===== src/rtl/store_narrow_serializer.sv =====
// Narrows a 64-bit store value to 1/2/4/8 bytes and writes it little-endian to a byte-wide port.
// Optional truncation flag is enabled by defining TRUNC_FLAG_EN.
module store_narrow_serializer #(
  parameter int DATA_W = 64,
  parameter int ADDR_W = 64
) (
  input  logic              clk,
  input  logic              reset,
  input  logic              in_valid,
  output logic              in_ready,
  input  logic [DATA_W-1:0] in_data,
  input  logic [ADDR_W-1:0] in_addr,
  input  logic [1:0]        in_size,
  output logic              mem_wr_en,
  output logic [ADDR_W-1:0] mem_addr,
  output logic [7:0]        mem_wdata,
  input  logic              mem_ready,
  output logic              busy,
  output logic              done,
  output logic              trunc_err
);

  typedef enum logic [1:0] {
    IDLE = 2'd0,
    SEND = 2'd1,
    DONE = 2'd2
  } state_t;

  state_t            state;
  state_t            state_nx;
  logic [DATA_W-1:0] shreg;
  logic [ADDR_W-1:0] base;
  logic [2:0]        idx;
  logic [2:0]        last;
  logic [2:0]        last_nx;
  logic              accept;
  logic              last_byte;

  assign accept    = in_valid & in_ready;
  assign last_byte = (idx == last);

  always_comb begin
    last_nx = 3'd0;
    unique case (1'b1)
      (in_size == 2'b00): last_nx = 3'd0;
      (in_size == 2'b01): last_nx = 3'd1;
      (in_size == 2'b10): last_nx = 3'd3;
      (in_size == 2'b11): last_nx = 3'd7;
      default:            last_nx = 3'd0;
    endcase
  end

  always_ff @(posedge clk or negedge reset) begin
    if (!reset) begin
      state <= IDLE;
    end else begin
      state <= state_nx;
    end
  end

  always_comb begin
    state_nx = state;
    unique case (state)
      IDLE: if (accept) state_nx = SEND;
      SEND: if (mem_ready && last_byte) state_nx = DONE;
      DONE: state_nx = IDLE;
      default: state_nx = IDLE;
    endcase
  end

  always_ff @(posedge clk or negedge reset) begin
    if (!reset) begin
      shreg <= '0;
      base  <= '0;
      idx   <= 3'd0;
      last  <= 3'd0;
    end else if (accept) begin
      shreg <= in_data;
      base  <= in_addr;
      idx   <= 3'd0;
      last  <= last_nx;
    end else if (state == SEND && mem_ready && !last_byte) begin
      shreg <= {8'h00, shreg[DATA_W-1:8]};
      idx   <= idx + 3'd1;
    end
  end

  // Outputs decode from state alone, so reset drops mem_wr_en asynchronously.
  always_comb begin
    in_ready  = 1'b0;
    mem_wr_en = 1'b0;
    mem_addr  = '0;
    mem_wdata = 8'h00;
    busy      = 1'b0;
    done      = 1'b0;
    unique case (state)
      IDLE: in_ready = 1'b1;
      SEND: begin
        mem_wr_en = 1'b1;
        mem_addr  = base + ADDR_W'(idx);
        mem_wdata = shreg[7:0];
        busy      = 1'b1;
      end
      DONE: begin
        busy = 1'b1;
        done = 1'b1;
      end
      default: ;
    endcase
  end

`ifdef TRUNC_FLAG_EN
  logic trunc_q;
  logic trunc_nx;

  always_comb begin
    trunc_nx = 1'b0;
    unique case (1'b1)
      (in_size == 2'b00): trunc_nx = |in_data[63:8];
      (in_size == 2'b01): trunc_nx = |in_data[63:16];
      (in_size == 2'b10): trunc_nx = |in_data[63:32];
      (in_size == 2'b11): trunc_nx = 1'b0;
      default:            trunc_nx = 1'b0;
    endcase
  end

  always_ff @(posedge clk or negedge reset) begin
    if (!reset) begin
      trunc_q <= 1'b0;
    end else if (accept) begin
      trunc_q <= trunc_nx;
    end
  end

  assign trunc_err = trunc_q;
`else
  assign trunc_err = 1'b0;
`endif

endmodule


===== config.mk =====
export PLATFORM = sky130hd
export DESIGN_NAME = store_narrow_serializer
export DESIGN_NICKNAME = d
export VERILOG_FILES = /design/src/rtl/store_narrow_serializer.sv
export SDC_FILE = /design/constraint.sdc
export NUM_CORES = 1
export LEC_CHECK = 0
export ABC_CLOCK_PERIOD_IN_PS = 2670
export BUFFER_PORTS_ARGS = -buffer_cell sky130_fd_sc_hd__buf_4
export CAP_MARGIN = 30
export CORE_MARGIN = 2
export CORE_UTILIZATION = 45
export DETAILED_ROUTE_END_ITERATION = 12
export GPL_TIMING_DRIVEN = 0
export PLACE_DENSITY_LB_ADDON = 0.1
export SLEW_MARGIN = 20
export SYNTH_ARGS = -nofsm -noshare
export SYNTH_HDL_FRONTEND = slang
export SYNTH_SLANG_ARGS = --single-unit

===== constraint.sdc =====
create_clock -name clk -period 2.67 [get_ports clk]
set_input_delay 0 -clock clk [delete_from_list [all_inputs] [get_ports clk]]
set_output_delay 0 -clock clk [all_outputs]
set_load 0.03 [all_outputs]

==> results.sh, run 1 <==
export IMPL_status="finished with violations"
export IMPL_violations="negative setup slack"
export IMPL_cp_max_fo=7
export IMPL_avgSynthCellArea_sq_um=8.33
export IMPL_max_freq_mhz=348
export IMPL_fin_crit_ps=2880
export IMPL_fin_skew_ps=6.18
export IMPL_finalHoldViolations=0
export IMPL_fin_crit_sh_pct=108
export IMPL_post_route_util_pct=73.9
export IMPL_h_tree_depth=4
export IMPL_area_growth_synth_to_final_pct=60.7
export IMPL_synth_area_sq_um=7600
export IMPL_die_h_um=134
export IMPL_synth_mux_area_share_pct=7.51
export IMPL_finalWorstSetupSlack_ps=-205
export IMPL_r2r_start="state[0]$_DFFE_PN0P_"
export IMPL_antenna_cells=0
export IMPL_setup_tns_ps=-2410
export IMPL_die_area_sq_um=17900
export IMPL_place_ws_ps=-405
export IMPL_num_nets_final=1443
export IMPL_die_w_um=134
export IMPL_synth_nets=1054
export IMPL_synth_fa_ha_area_share_pct=1.42
export IMPL_gp_congestion=0.848
export IMPL_required_ps=2670
export IMPL_synth_simple_area_share_pct=28.1
export IMPL_crit_path_cell_trace="ha_2 -> inv_2 -> fa_2 -> nor2b_4 -> o21ba_4 -> nand4_4 -> buf_8 -> or4_4 -> a21oi_2 -> buf_6"
export IMPL_power_density_nw_per_um2=1020
export IMPL_yosysWarningCount=0
export IMPL_finalWirelength_um=25000
export IMPL_cts_root_buffer="clkbuf_16"
export IMPL_hold_ws_ps=42.6
export IMPL_cts_buffers=17
export IMPL_num_rows=47
export IMPL_vias_per_cell=5.27
export IMPL_grt_antenna_before_repair=0
export IMPL_ioPinCount=211
export IMPL_drive_above_1_share_pct=28.2
export IMPL_worstPathArrival_ps=2880
export IMPL_grt_max_degree=73
export IMPL_grt_ovfl_total=0
export IMPL_cts_tree="built"
export IMPL_worst_skew_pair_late_latency_ps=420
export IMPL_start_kind="flip-flop"
export IMPL_ir_worst_vdd_mv=0.606
export IMPL_drv_cap=0
export IMPL_slew_violations=0
export IMPL_synth_cells=912
export IMPL_hpwl_um=16400
export IMPL_start_util_pct=46.0
export IMPL_antenna_left=0
export IMPL_first_iter_violations=573
export IMPL_cp_slowest_cell="or4_4"
export IMPL_min_to="state[1]$_DFFE_PN0P_"
export IMPL_synth_xor_area_share_pct=3.57
export IMPL_cpPeakStageDelay_ps=480
export IMPL_hold_path_class="primary input to flip-flop"
export IMPL_worst_slew_pin_slew_ps=822
export IMPL_vias=8079
export IMPL_cts_clk_slew_worst_paths_ps=60
export IMPL_max_slew_margin_pct=45.2
export IMPL_rsz0062_at_grt="yes"
export IMPL_endpoint_kind="output pin"
export IMPL_r2r_cells=8
export IMPL_r2r_slack_ps=180
export IMPL_grt_pass1_wl_um=38900
export IMPL_synth_top_family_by_area="simple AND/OR/NAND/NOR gates"
export IMPL_clock_path_buffers=2
export IMPL_drcViolationCount=0
export IMPL_holdCritStartpoint="mem_ready"
export IMPL_seq_area_frac_synth_pct=44.8
export IMPL_cts_sinks=136
export IMPL_synth_compound_area_share_pct=10.8
export IMPL_dr_pass1_iters=4
export IMPL_hold_depth=4
export IMPL_p_leak_nw=5.44
export IMPL_ys_ff_latch=136
export IMPL_worst_setup_path_type="flip-flop to output pin"
export IMPL_portBuffers=209
export IMPL_r2r_end="base[54]$_DFFE_PN0P_"
export IMPL_grt_pass1_vias=7733
export IMPL_coreArea_sq_um=16500
export IMPL_gr_usage_all_layers_pct=27.4
export IMPL_setup_viol=19
export IMPL_wl_per_cell_um=16.3
export IMPL_yosysUniqueCellTypes=43
export IMPL_fill_cells=1215
## power by group
group | total [mW] | internal [mW] | switching (mW)
clock network | 2.29 | 1.34 | 0.946
registers | 4.07 | 3.07 | 0.996
logic | 6.09 | 2.46 | 3.63
total | 12.4 | 6.87 | 5.58
## sequential cells by signal, summed over array words and instances (netlist names)
| register | flops |
|---|---|
| state | 2 |
| base | 64 |
| idx | 3 |
| last | 3 |
| shreg | 64 |
## worst max-delay path by stage
| stage | from | to | slack [ps] |
|---|---|---|---|
| CTS | idx[0]$_DFFE_PN0P_ | mem_addr[50] | -190 |
| finish | base[0]$_DFFE_PN0P_ | mem_addr[56] | -210 |
| floorplan | idx[0]$_DFFE_PN0P_ | mem_addr[48] | 40 |
| detailed placement | idx[0]$_DFFE_PN0P_ | mem_addr[60] | -410 |
| global route | base[0]$_DFFE_PN0P_ | mem_addr[62] | -270 |
| global placement | idx[0]$_DFFE_PN0P_ | mem_addr[60] | -420 |
## critical path: cells and delay by family, from the launching register on
kind                       cells  cell delay, ps
and+or+nand+nor                3             780
DFF                            1             350
AOI/OAI and AO/OA              2             360
buffers and inverters          3             400
adders and majority gates      2             550
## placed cells by master (no fill, tap or decap), drive strengths merged, types with 2 or more instances in the layout
cell type	n
a21oi	38
and2	17
and3	11
and4	8
buf	254
clkbuf	63
clkinv	4
clkinvlp	5
dfrtp	136
dlygate4sd3	133
ha	7
inv	11
mux2i	57
nand2	287
nand3	25
nand4	28
nor2	37
nor2b	3
nor3	4
nor4	5
o21a	2
o21ai	79
o31ai	25
or3	9
or4	25
xnor2	11
xor2	20
## layer usage
metal  global-route usage (%)  share of wire, %  up-vias
met5                        0                 0        -
met4                     9.81               2.3        0
met3                     4.95               4.9       47
met2                     47.0                51      259
met1                     34.8                42     3863
li1                         -                 -     3910
## final cells by class
| cell class | instances | area [sq um] | area share (%) |
|---|---|---|---|
| Sequential cell | 136 | 3410 | 27.9 |
| Clock inverter | 12 | 119 | 0.973 |
| Buffer | 57 | 302 | 2.47 |
| Timing Repair Buffer | 373 | 3260 | 26.7 |
| Tap cell | 220 | 275 | 2.25 |
| Multi-Input combinational cell | 707 | 4360 | 35.7 |
| Inverter | 9 | 33.8 | 0.277 |
| Clock buffer | 20 | 457 | 3.74 |
## timing repair
action	CTS	global route
endpoints found under the setup margin	112	126
setup buffers	16	15
endpoints found under the hold margin	210	0
hold buffers	133	0
resized for setup	89	49
pin swaps	32	17
## logic make-up (layout without fill, tap and decap cells)
group	after synthesis	after routing
simple gates	462	462
compound gates	148	148
flops	136	136
buf+inv	69	471
mux	57	57
xor+xnor	31	31
fa+ha+maj	8	8
other cells	1	1
## cells in the mapped netlist, drive strengths merged
master | number | area share [%]
o21ba | 1 | 0.13
fa | 1 | 0.26
nand4 | 28 | 2.7
or4 | 25 | 2.5
dfrtp | 136 | 45
nor2 | 37 | 1.9
o31ai | 25 | 2.5
conb | 1 | 0.049
and2 | 17 | 1.4
or3 | 9 | 0.74
nor2b | 3 | 0.25
a31oi | 1 | 0.082
or2 | 1 | 0.082
clkbuf | 48 | 2.4
mux2i | 57 | 7.5
clkinv | 1 | 0.049
nand3 | 25 | 1.6
nand2 | 287 | 14
o21ai | 79 | 5.2
o21a | 2 | 0.20
a21oi | 38 | 2.5
ha | 7 | 1.2
nor3 | 4 | 0.26
o21bai | 1 | 0.099
xnor2 | 11 | 1.3
nand2b | 1 | 0.082
nor4 | 5 | 0.49
buf | 12 | 0.94
inv | 8 | 0.40
o31a | 1 | 0.12
xor2 | 20 | 2.3
and4 | 8 | 0.95
nand4b | 1 | 0.12
and3 | 11 | 0.91
## metrics by stage
| step | instances | power [mW] | area (sq um) |
|---|---|---|---|
| 2_1_floorplan | 912 | 7.42 | 7640 |
| 3_3_place_gp | 1341 | 9.31 | 9480 |
| 3_5_place_dp | 1342 | 9.42 | 9520 |
| 4_1_cts | 1522 | 12.2 | 11900 |
| 5_1_grt | 1534 | 13.2 | 12200 |
| 6_report | 1534 | 12.4 | 12200 |
No activity file was read; power rests on OpenSTA's default activity.
==> run 2: changes to the inputs <==
--- a/config.mk
+++ b/config.mk
@@ -5,7 +5,7 @@
 export SDC_FILE = /design/constraint.sdc
 export NUM_CORES = 1
 export LEC_CHECK = 0
-export ABC_CLOCK_PERIOD_IN_PS = 2670
+export ABC_CLOCK_PERIOD_IN_PS = 3100
 export BUFFER_PORTS_ARGS = -buffer_cell sky130_fd_sc_hd__buf_4
 export CAP_MARGIN = 30
 export CORE_MARGIN = 2
==> constraint.sdc (replaced) <==
create_clock -name clk -period 3.1 [get_ports clk]
set_input_delay 0 -clock clk [delete_from_list [all_inputs] [get_ports clk]]
set_output_delay 0 -clock clk [all_outputs]
set_load 0.03 [all_outputs]
==> run 2 against run 1 <==
Effect of this change:
- critical path type unchanged
- the flow now finishes without violations
- register-to-register slack gained 220 ps
- critical endpoint is now mem_addr[52]
- combinational power shrank 20%
- die area is the same
- highest routed layer unchanged
- sequential power shrank 15%
- clock skew grew 3.7 ps
- clock power shrank 7%
- utilization shrank 4.1 points
- first-iteration DRC count shrank 13%
==> results.sh, run 2 (same netlist as run 1, synthesis figures left out) <==
export IMPL_min_to="state[1]$_DFFE_PN0P_"
export IMPL_holdCritStartpoint="mem_ready"
export IMPL_hpwl_um=16900
export IMPL_r2r_end="shreg[22]$_DFFE_PN0P_"
export IMPL_cp_slowest_cell="or4_1"
export IMPL_multi_input_area_sq_um=3970
export IMPL_fin_skew_ps=9.87
export IMPL_grt_pass1_vias=8011
export IMPL_switching_power_mw=4.61
export IMPL_die_area_sq_um=17900
export IMPL_switching_share_pct=44.1
export IMPL_fin_crit_sh_pct=97.6
export IMPL_start_kind="flip-flop"
export IMPL_r2r_start="state[1]$_DFFE_PN0P_"
export IMPL_setup_tns_ps=0
export IMPL_clock_path_buffers=2
export IMPL_cts_tree="built"
export IMPL_grt_pass1_wl_um=40100
export IMPL_area_growth_synth_to_final_pct=51.7
export IMPL_slew_violations=0
export IMPL_worst_skew_pair_late_latency_ps=430
export IMPL_vias=7950
export IMPL_p_int_mw=5.85
export IMPL_setup_viol=0
export IMPL_endpoint_kind="output pin"
export IMPL_rsz0062_at_grt="yes"
export IMPL_hold_path_class="primary input to flip-flop"
export IMPL_seq_area_sq_um=3400
export IMPL_seqPwrFrac_pct=33.1
export IMPL_place_ws_ps=-29.4
export IMPL_worst_setup_path_type="flip-flop to output pin"
export IMPL_p_clk_share_pct=20.4
export IMPL_r2r_cells=9
export IMPL_cts_clk_slew_worst_paths_ps=60
export IMPL_cts_root_buffer="clkbuf_16"
export IMPL_ir_worst_vdd_mv=0.488
export IMPL_reg_largest_list="base: 64 flops, shreg: 64 flops"
export IMPL_max_freq_mhz=331
export IMPL_max_slew_margin_pct=61.8
export IMPL_finalWorstSetupSlack_ps=74.5
export IMPL_die_w_um=134
export IMPL_grt_max_degree=91
export IMPL_cpPeakStageDelay_ps=500
export IMPL_finalWirelength_um=25000
export IMPL_cp_max_fo=7
export IMPL_gp_congestion=0.867
export IMPL_drv_cap=0
export IMPL_die_h_um=134
export IMPL_hold_depth=4
export IMPL_grt_ovfl_total=0
export IMPL_ioPinCount=211
export IMPL_cts_buffers=17
export IMPL_antenna_left=0
export IMPL_worst_slew_pin_slew_ps=574
export IMPL_drive_above_1_share_pct=21.6
export IMPL_grt_antenna_before_repair=1
export IMPL_h_tree_depth=4
export IMPL_coreArea_sq_um=16500
export IMPL_layout_commonest_cell="nand2_1"
export IMPL_cts_sinks=136
export IMPL_vias_per_cell=5.26
export IMPL_num_nets_final=1420
export IMPL_portBuffers=209
export IMPL_required_ps=3100
export IMPL_fin_crit_ps=3030
export IMPL_combPwrFrac_pct=46.5
export IMPL_worstPathArrival_ps=3030
export IMPL_layout_common_cells="nand2_1, buf_4, dfrtp_1"
export IMPL_num_rows=47
export IMPL_fill_cells=1369
export IMPL_dr_pass1_iters=5
export IMPL_p_leak_nw=5.22
export IMPL_gr_usage_all_layers_pct=28.2
export IMPL_start_util_pct=46.0
export IMPL_status="completed"
export IMPL_r2r_slack_ps=400
export IMPL_crit_path_cell_trace="ha_1 -> inv_1 -> fa_1 -> nor2b_2 -> o21ba_4 -> nand4_4 -> buf_6 -> or4_1 -> a21oi_1 -> buf_4"
export IMPL_first_iter_violations=500
export IMPL_drcViolationCount=0
export IMPL_wl_per_cell_um=16.5
export IMPL_finalHoldViolations=0
export IMPL_power_density_nw_per_um2=906
==> run 2: metrics by stage <==
step / utilization [%] / power (mW) / area (sq um) / hold WS, ps / std cells
floorplan: - / 6.36 / 7600 / -296 / 912
global placement: 57.2 / 7.98 / 9450 / 192 / 1341
detailed placement: 57.4 / 8.11 / 9480 / -74.1 / 1342
CTS: 69.5 / 10.4 / 11500 / 15.3 / 1508
global route: 69.8 / 11.1 / 11500 / 59.0 / 1511
finish: 69.8 / 10.5 / 11500 / 23.4 / 1511
==> run 2: area by class of cell <==
class	instances	share of cell area (%)
sequential	136	29.5
antenna	1	0.0217
timing repair buffer	348	25.8
clock buffer	21	4.08
buffer	59	2.20
clock inverter	10	1.25
multi-input combinational	707	34.4
tap	220	2.39
inverter	9	0.293
==> run 2: timing repair <==
action                                 4_1_cts  5_1_grt
buffers inserted                             3        1
pin swaps                                    0        2
endpoints found under the hold margin      269        0
setup endpoints to repair                   21        9
cloned                                       0        1
gates resized for setup                     11       12
hold buffers                               133        0
==> run 2: how the worst max path moves through the flow <==
| stage | to | cells past startpoint | startpoint | slack (ps) |
|---|---|---|---|---|
| floorplan | mem_addr[50] | 10 | idx[0]$_DFFE_PN0P_ | 340 |
| global placement | mem_addr[60] | 11 | idx[0]$_DFFE_PN0P_ | -60 |
| detailed placement | mem_addr[60] | 11 | idx[0]$_DFFE_PN0P_ | -30 |
| CTS | mem_addr[62] | 10 | idx[0]$_DFFE_PN0P_ | 60 |
| global route | mem_addr[56] | 10 | base[0]$_DFFE_PN0P_ | -10 |
| finish | mem_addr[52] | 10 | idx[0]$_DFFE_PN0P_ | 70 |
==> run 2: routing by layer <==
layer,part of all wire (%),vias to the layer above,GRT usage (%),wire (um)
li1,-,3866,-,-
met1,42,3767,35.4,10500
met2,50,280,48.8,12500
met3,6.0,37,5.33,1490
met4,2.1,0,9.75,528
met5,0,-,0,0
==> run 2: power by group through the flow <==
stage	clock network (mW)	registers (mW)	logic, mW
after floorplan	0	3.20	3.16
after global placement	0	3.44	4.55
after detailed placement	0	3.47	4.65
after CTS	2.15	3.44	4.85
after global routing	2.22	3.57	5.33
final	2.13	3.46	4.86
==> run 2: worst max-delay path: cells and delay by family (launching register included) <==
| kind | cells | cell delay [ps] |
|---|---|---|
| AOI/OAI and AO/OA | 2 | 400 |
| adders and majority gates | 2 | 590 |
| buffers and inverters | 3 | 430 |
| DFF | 1 | 360 |
| and+or+nand+nor | 3 | 820 |
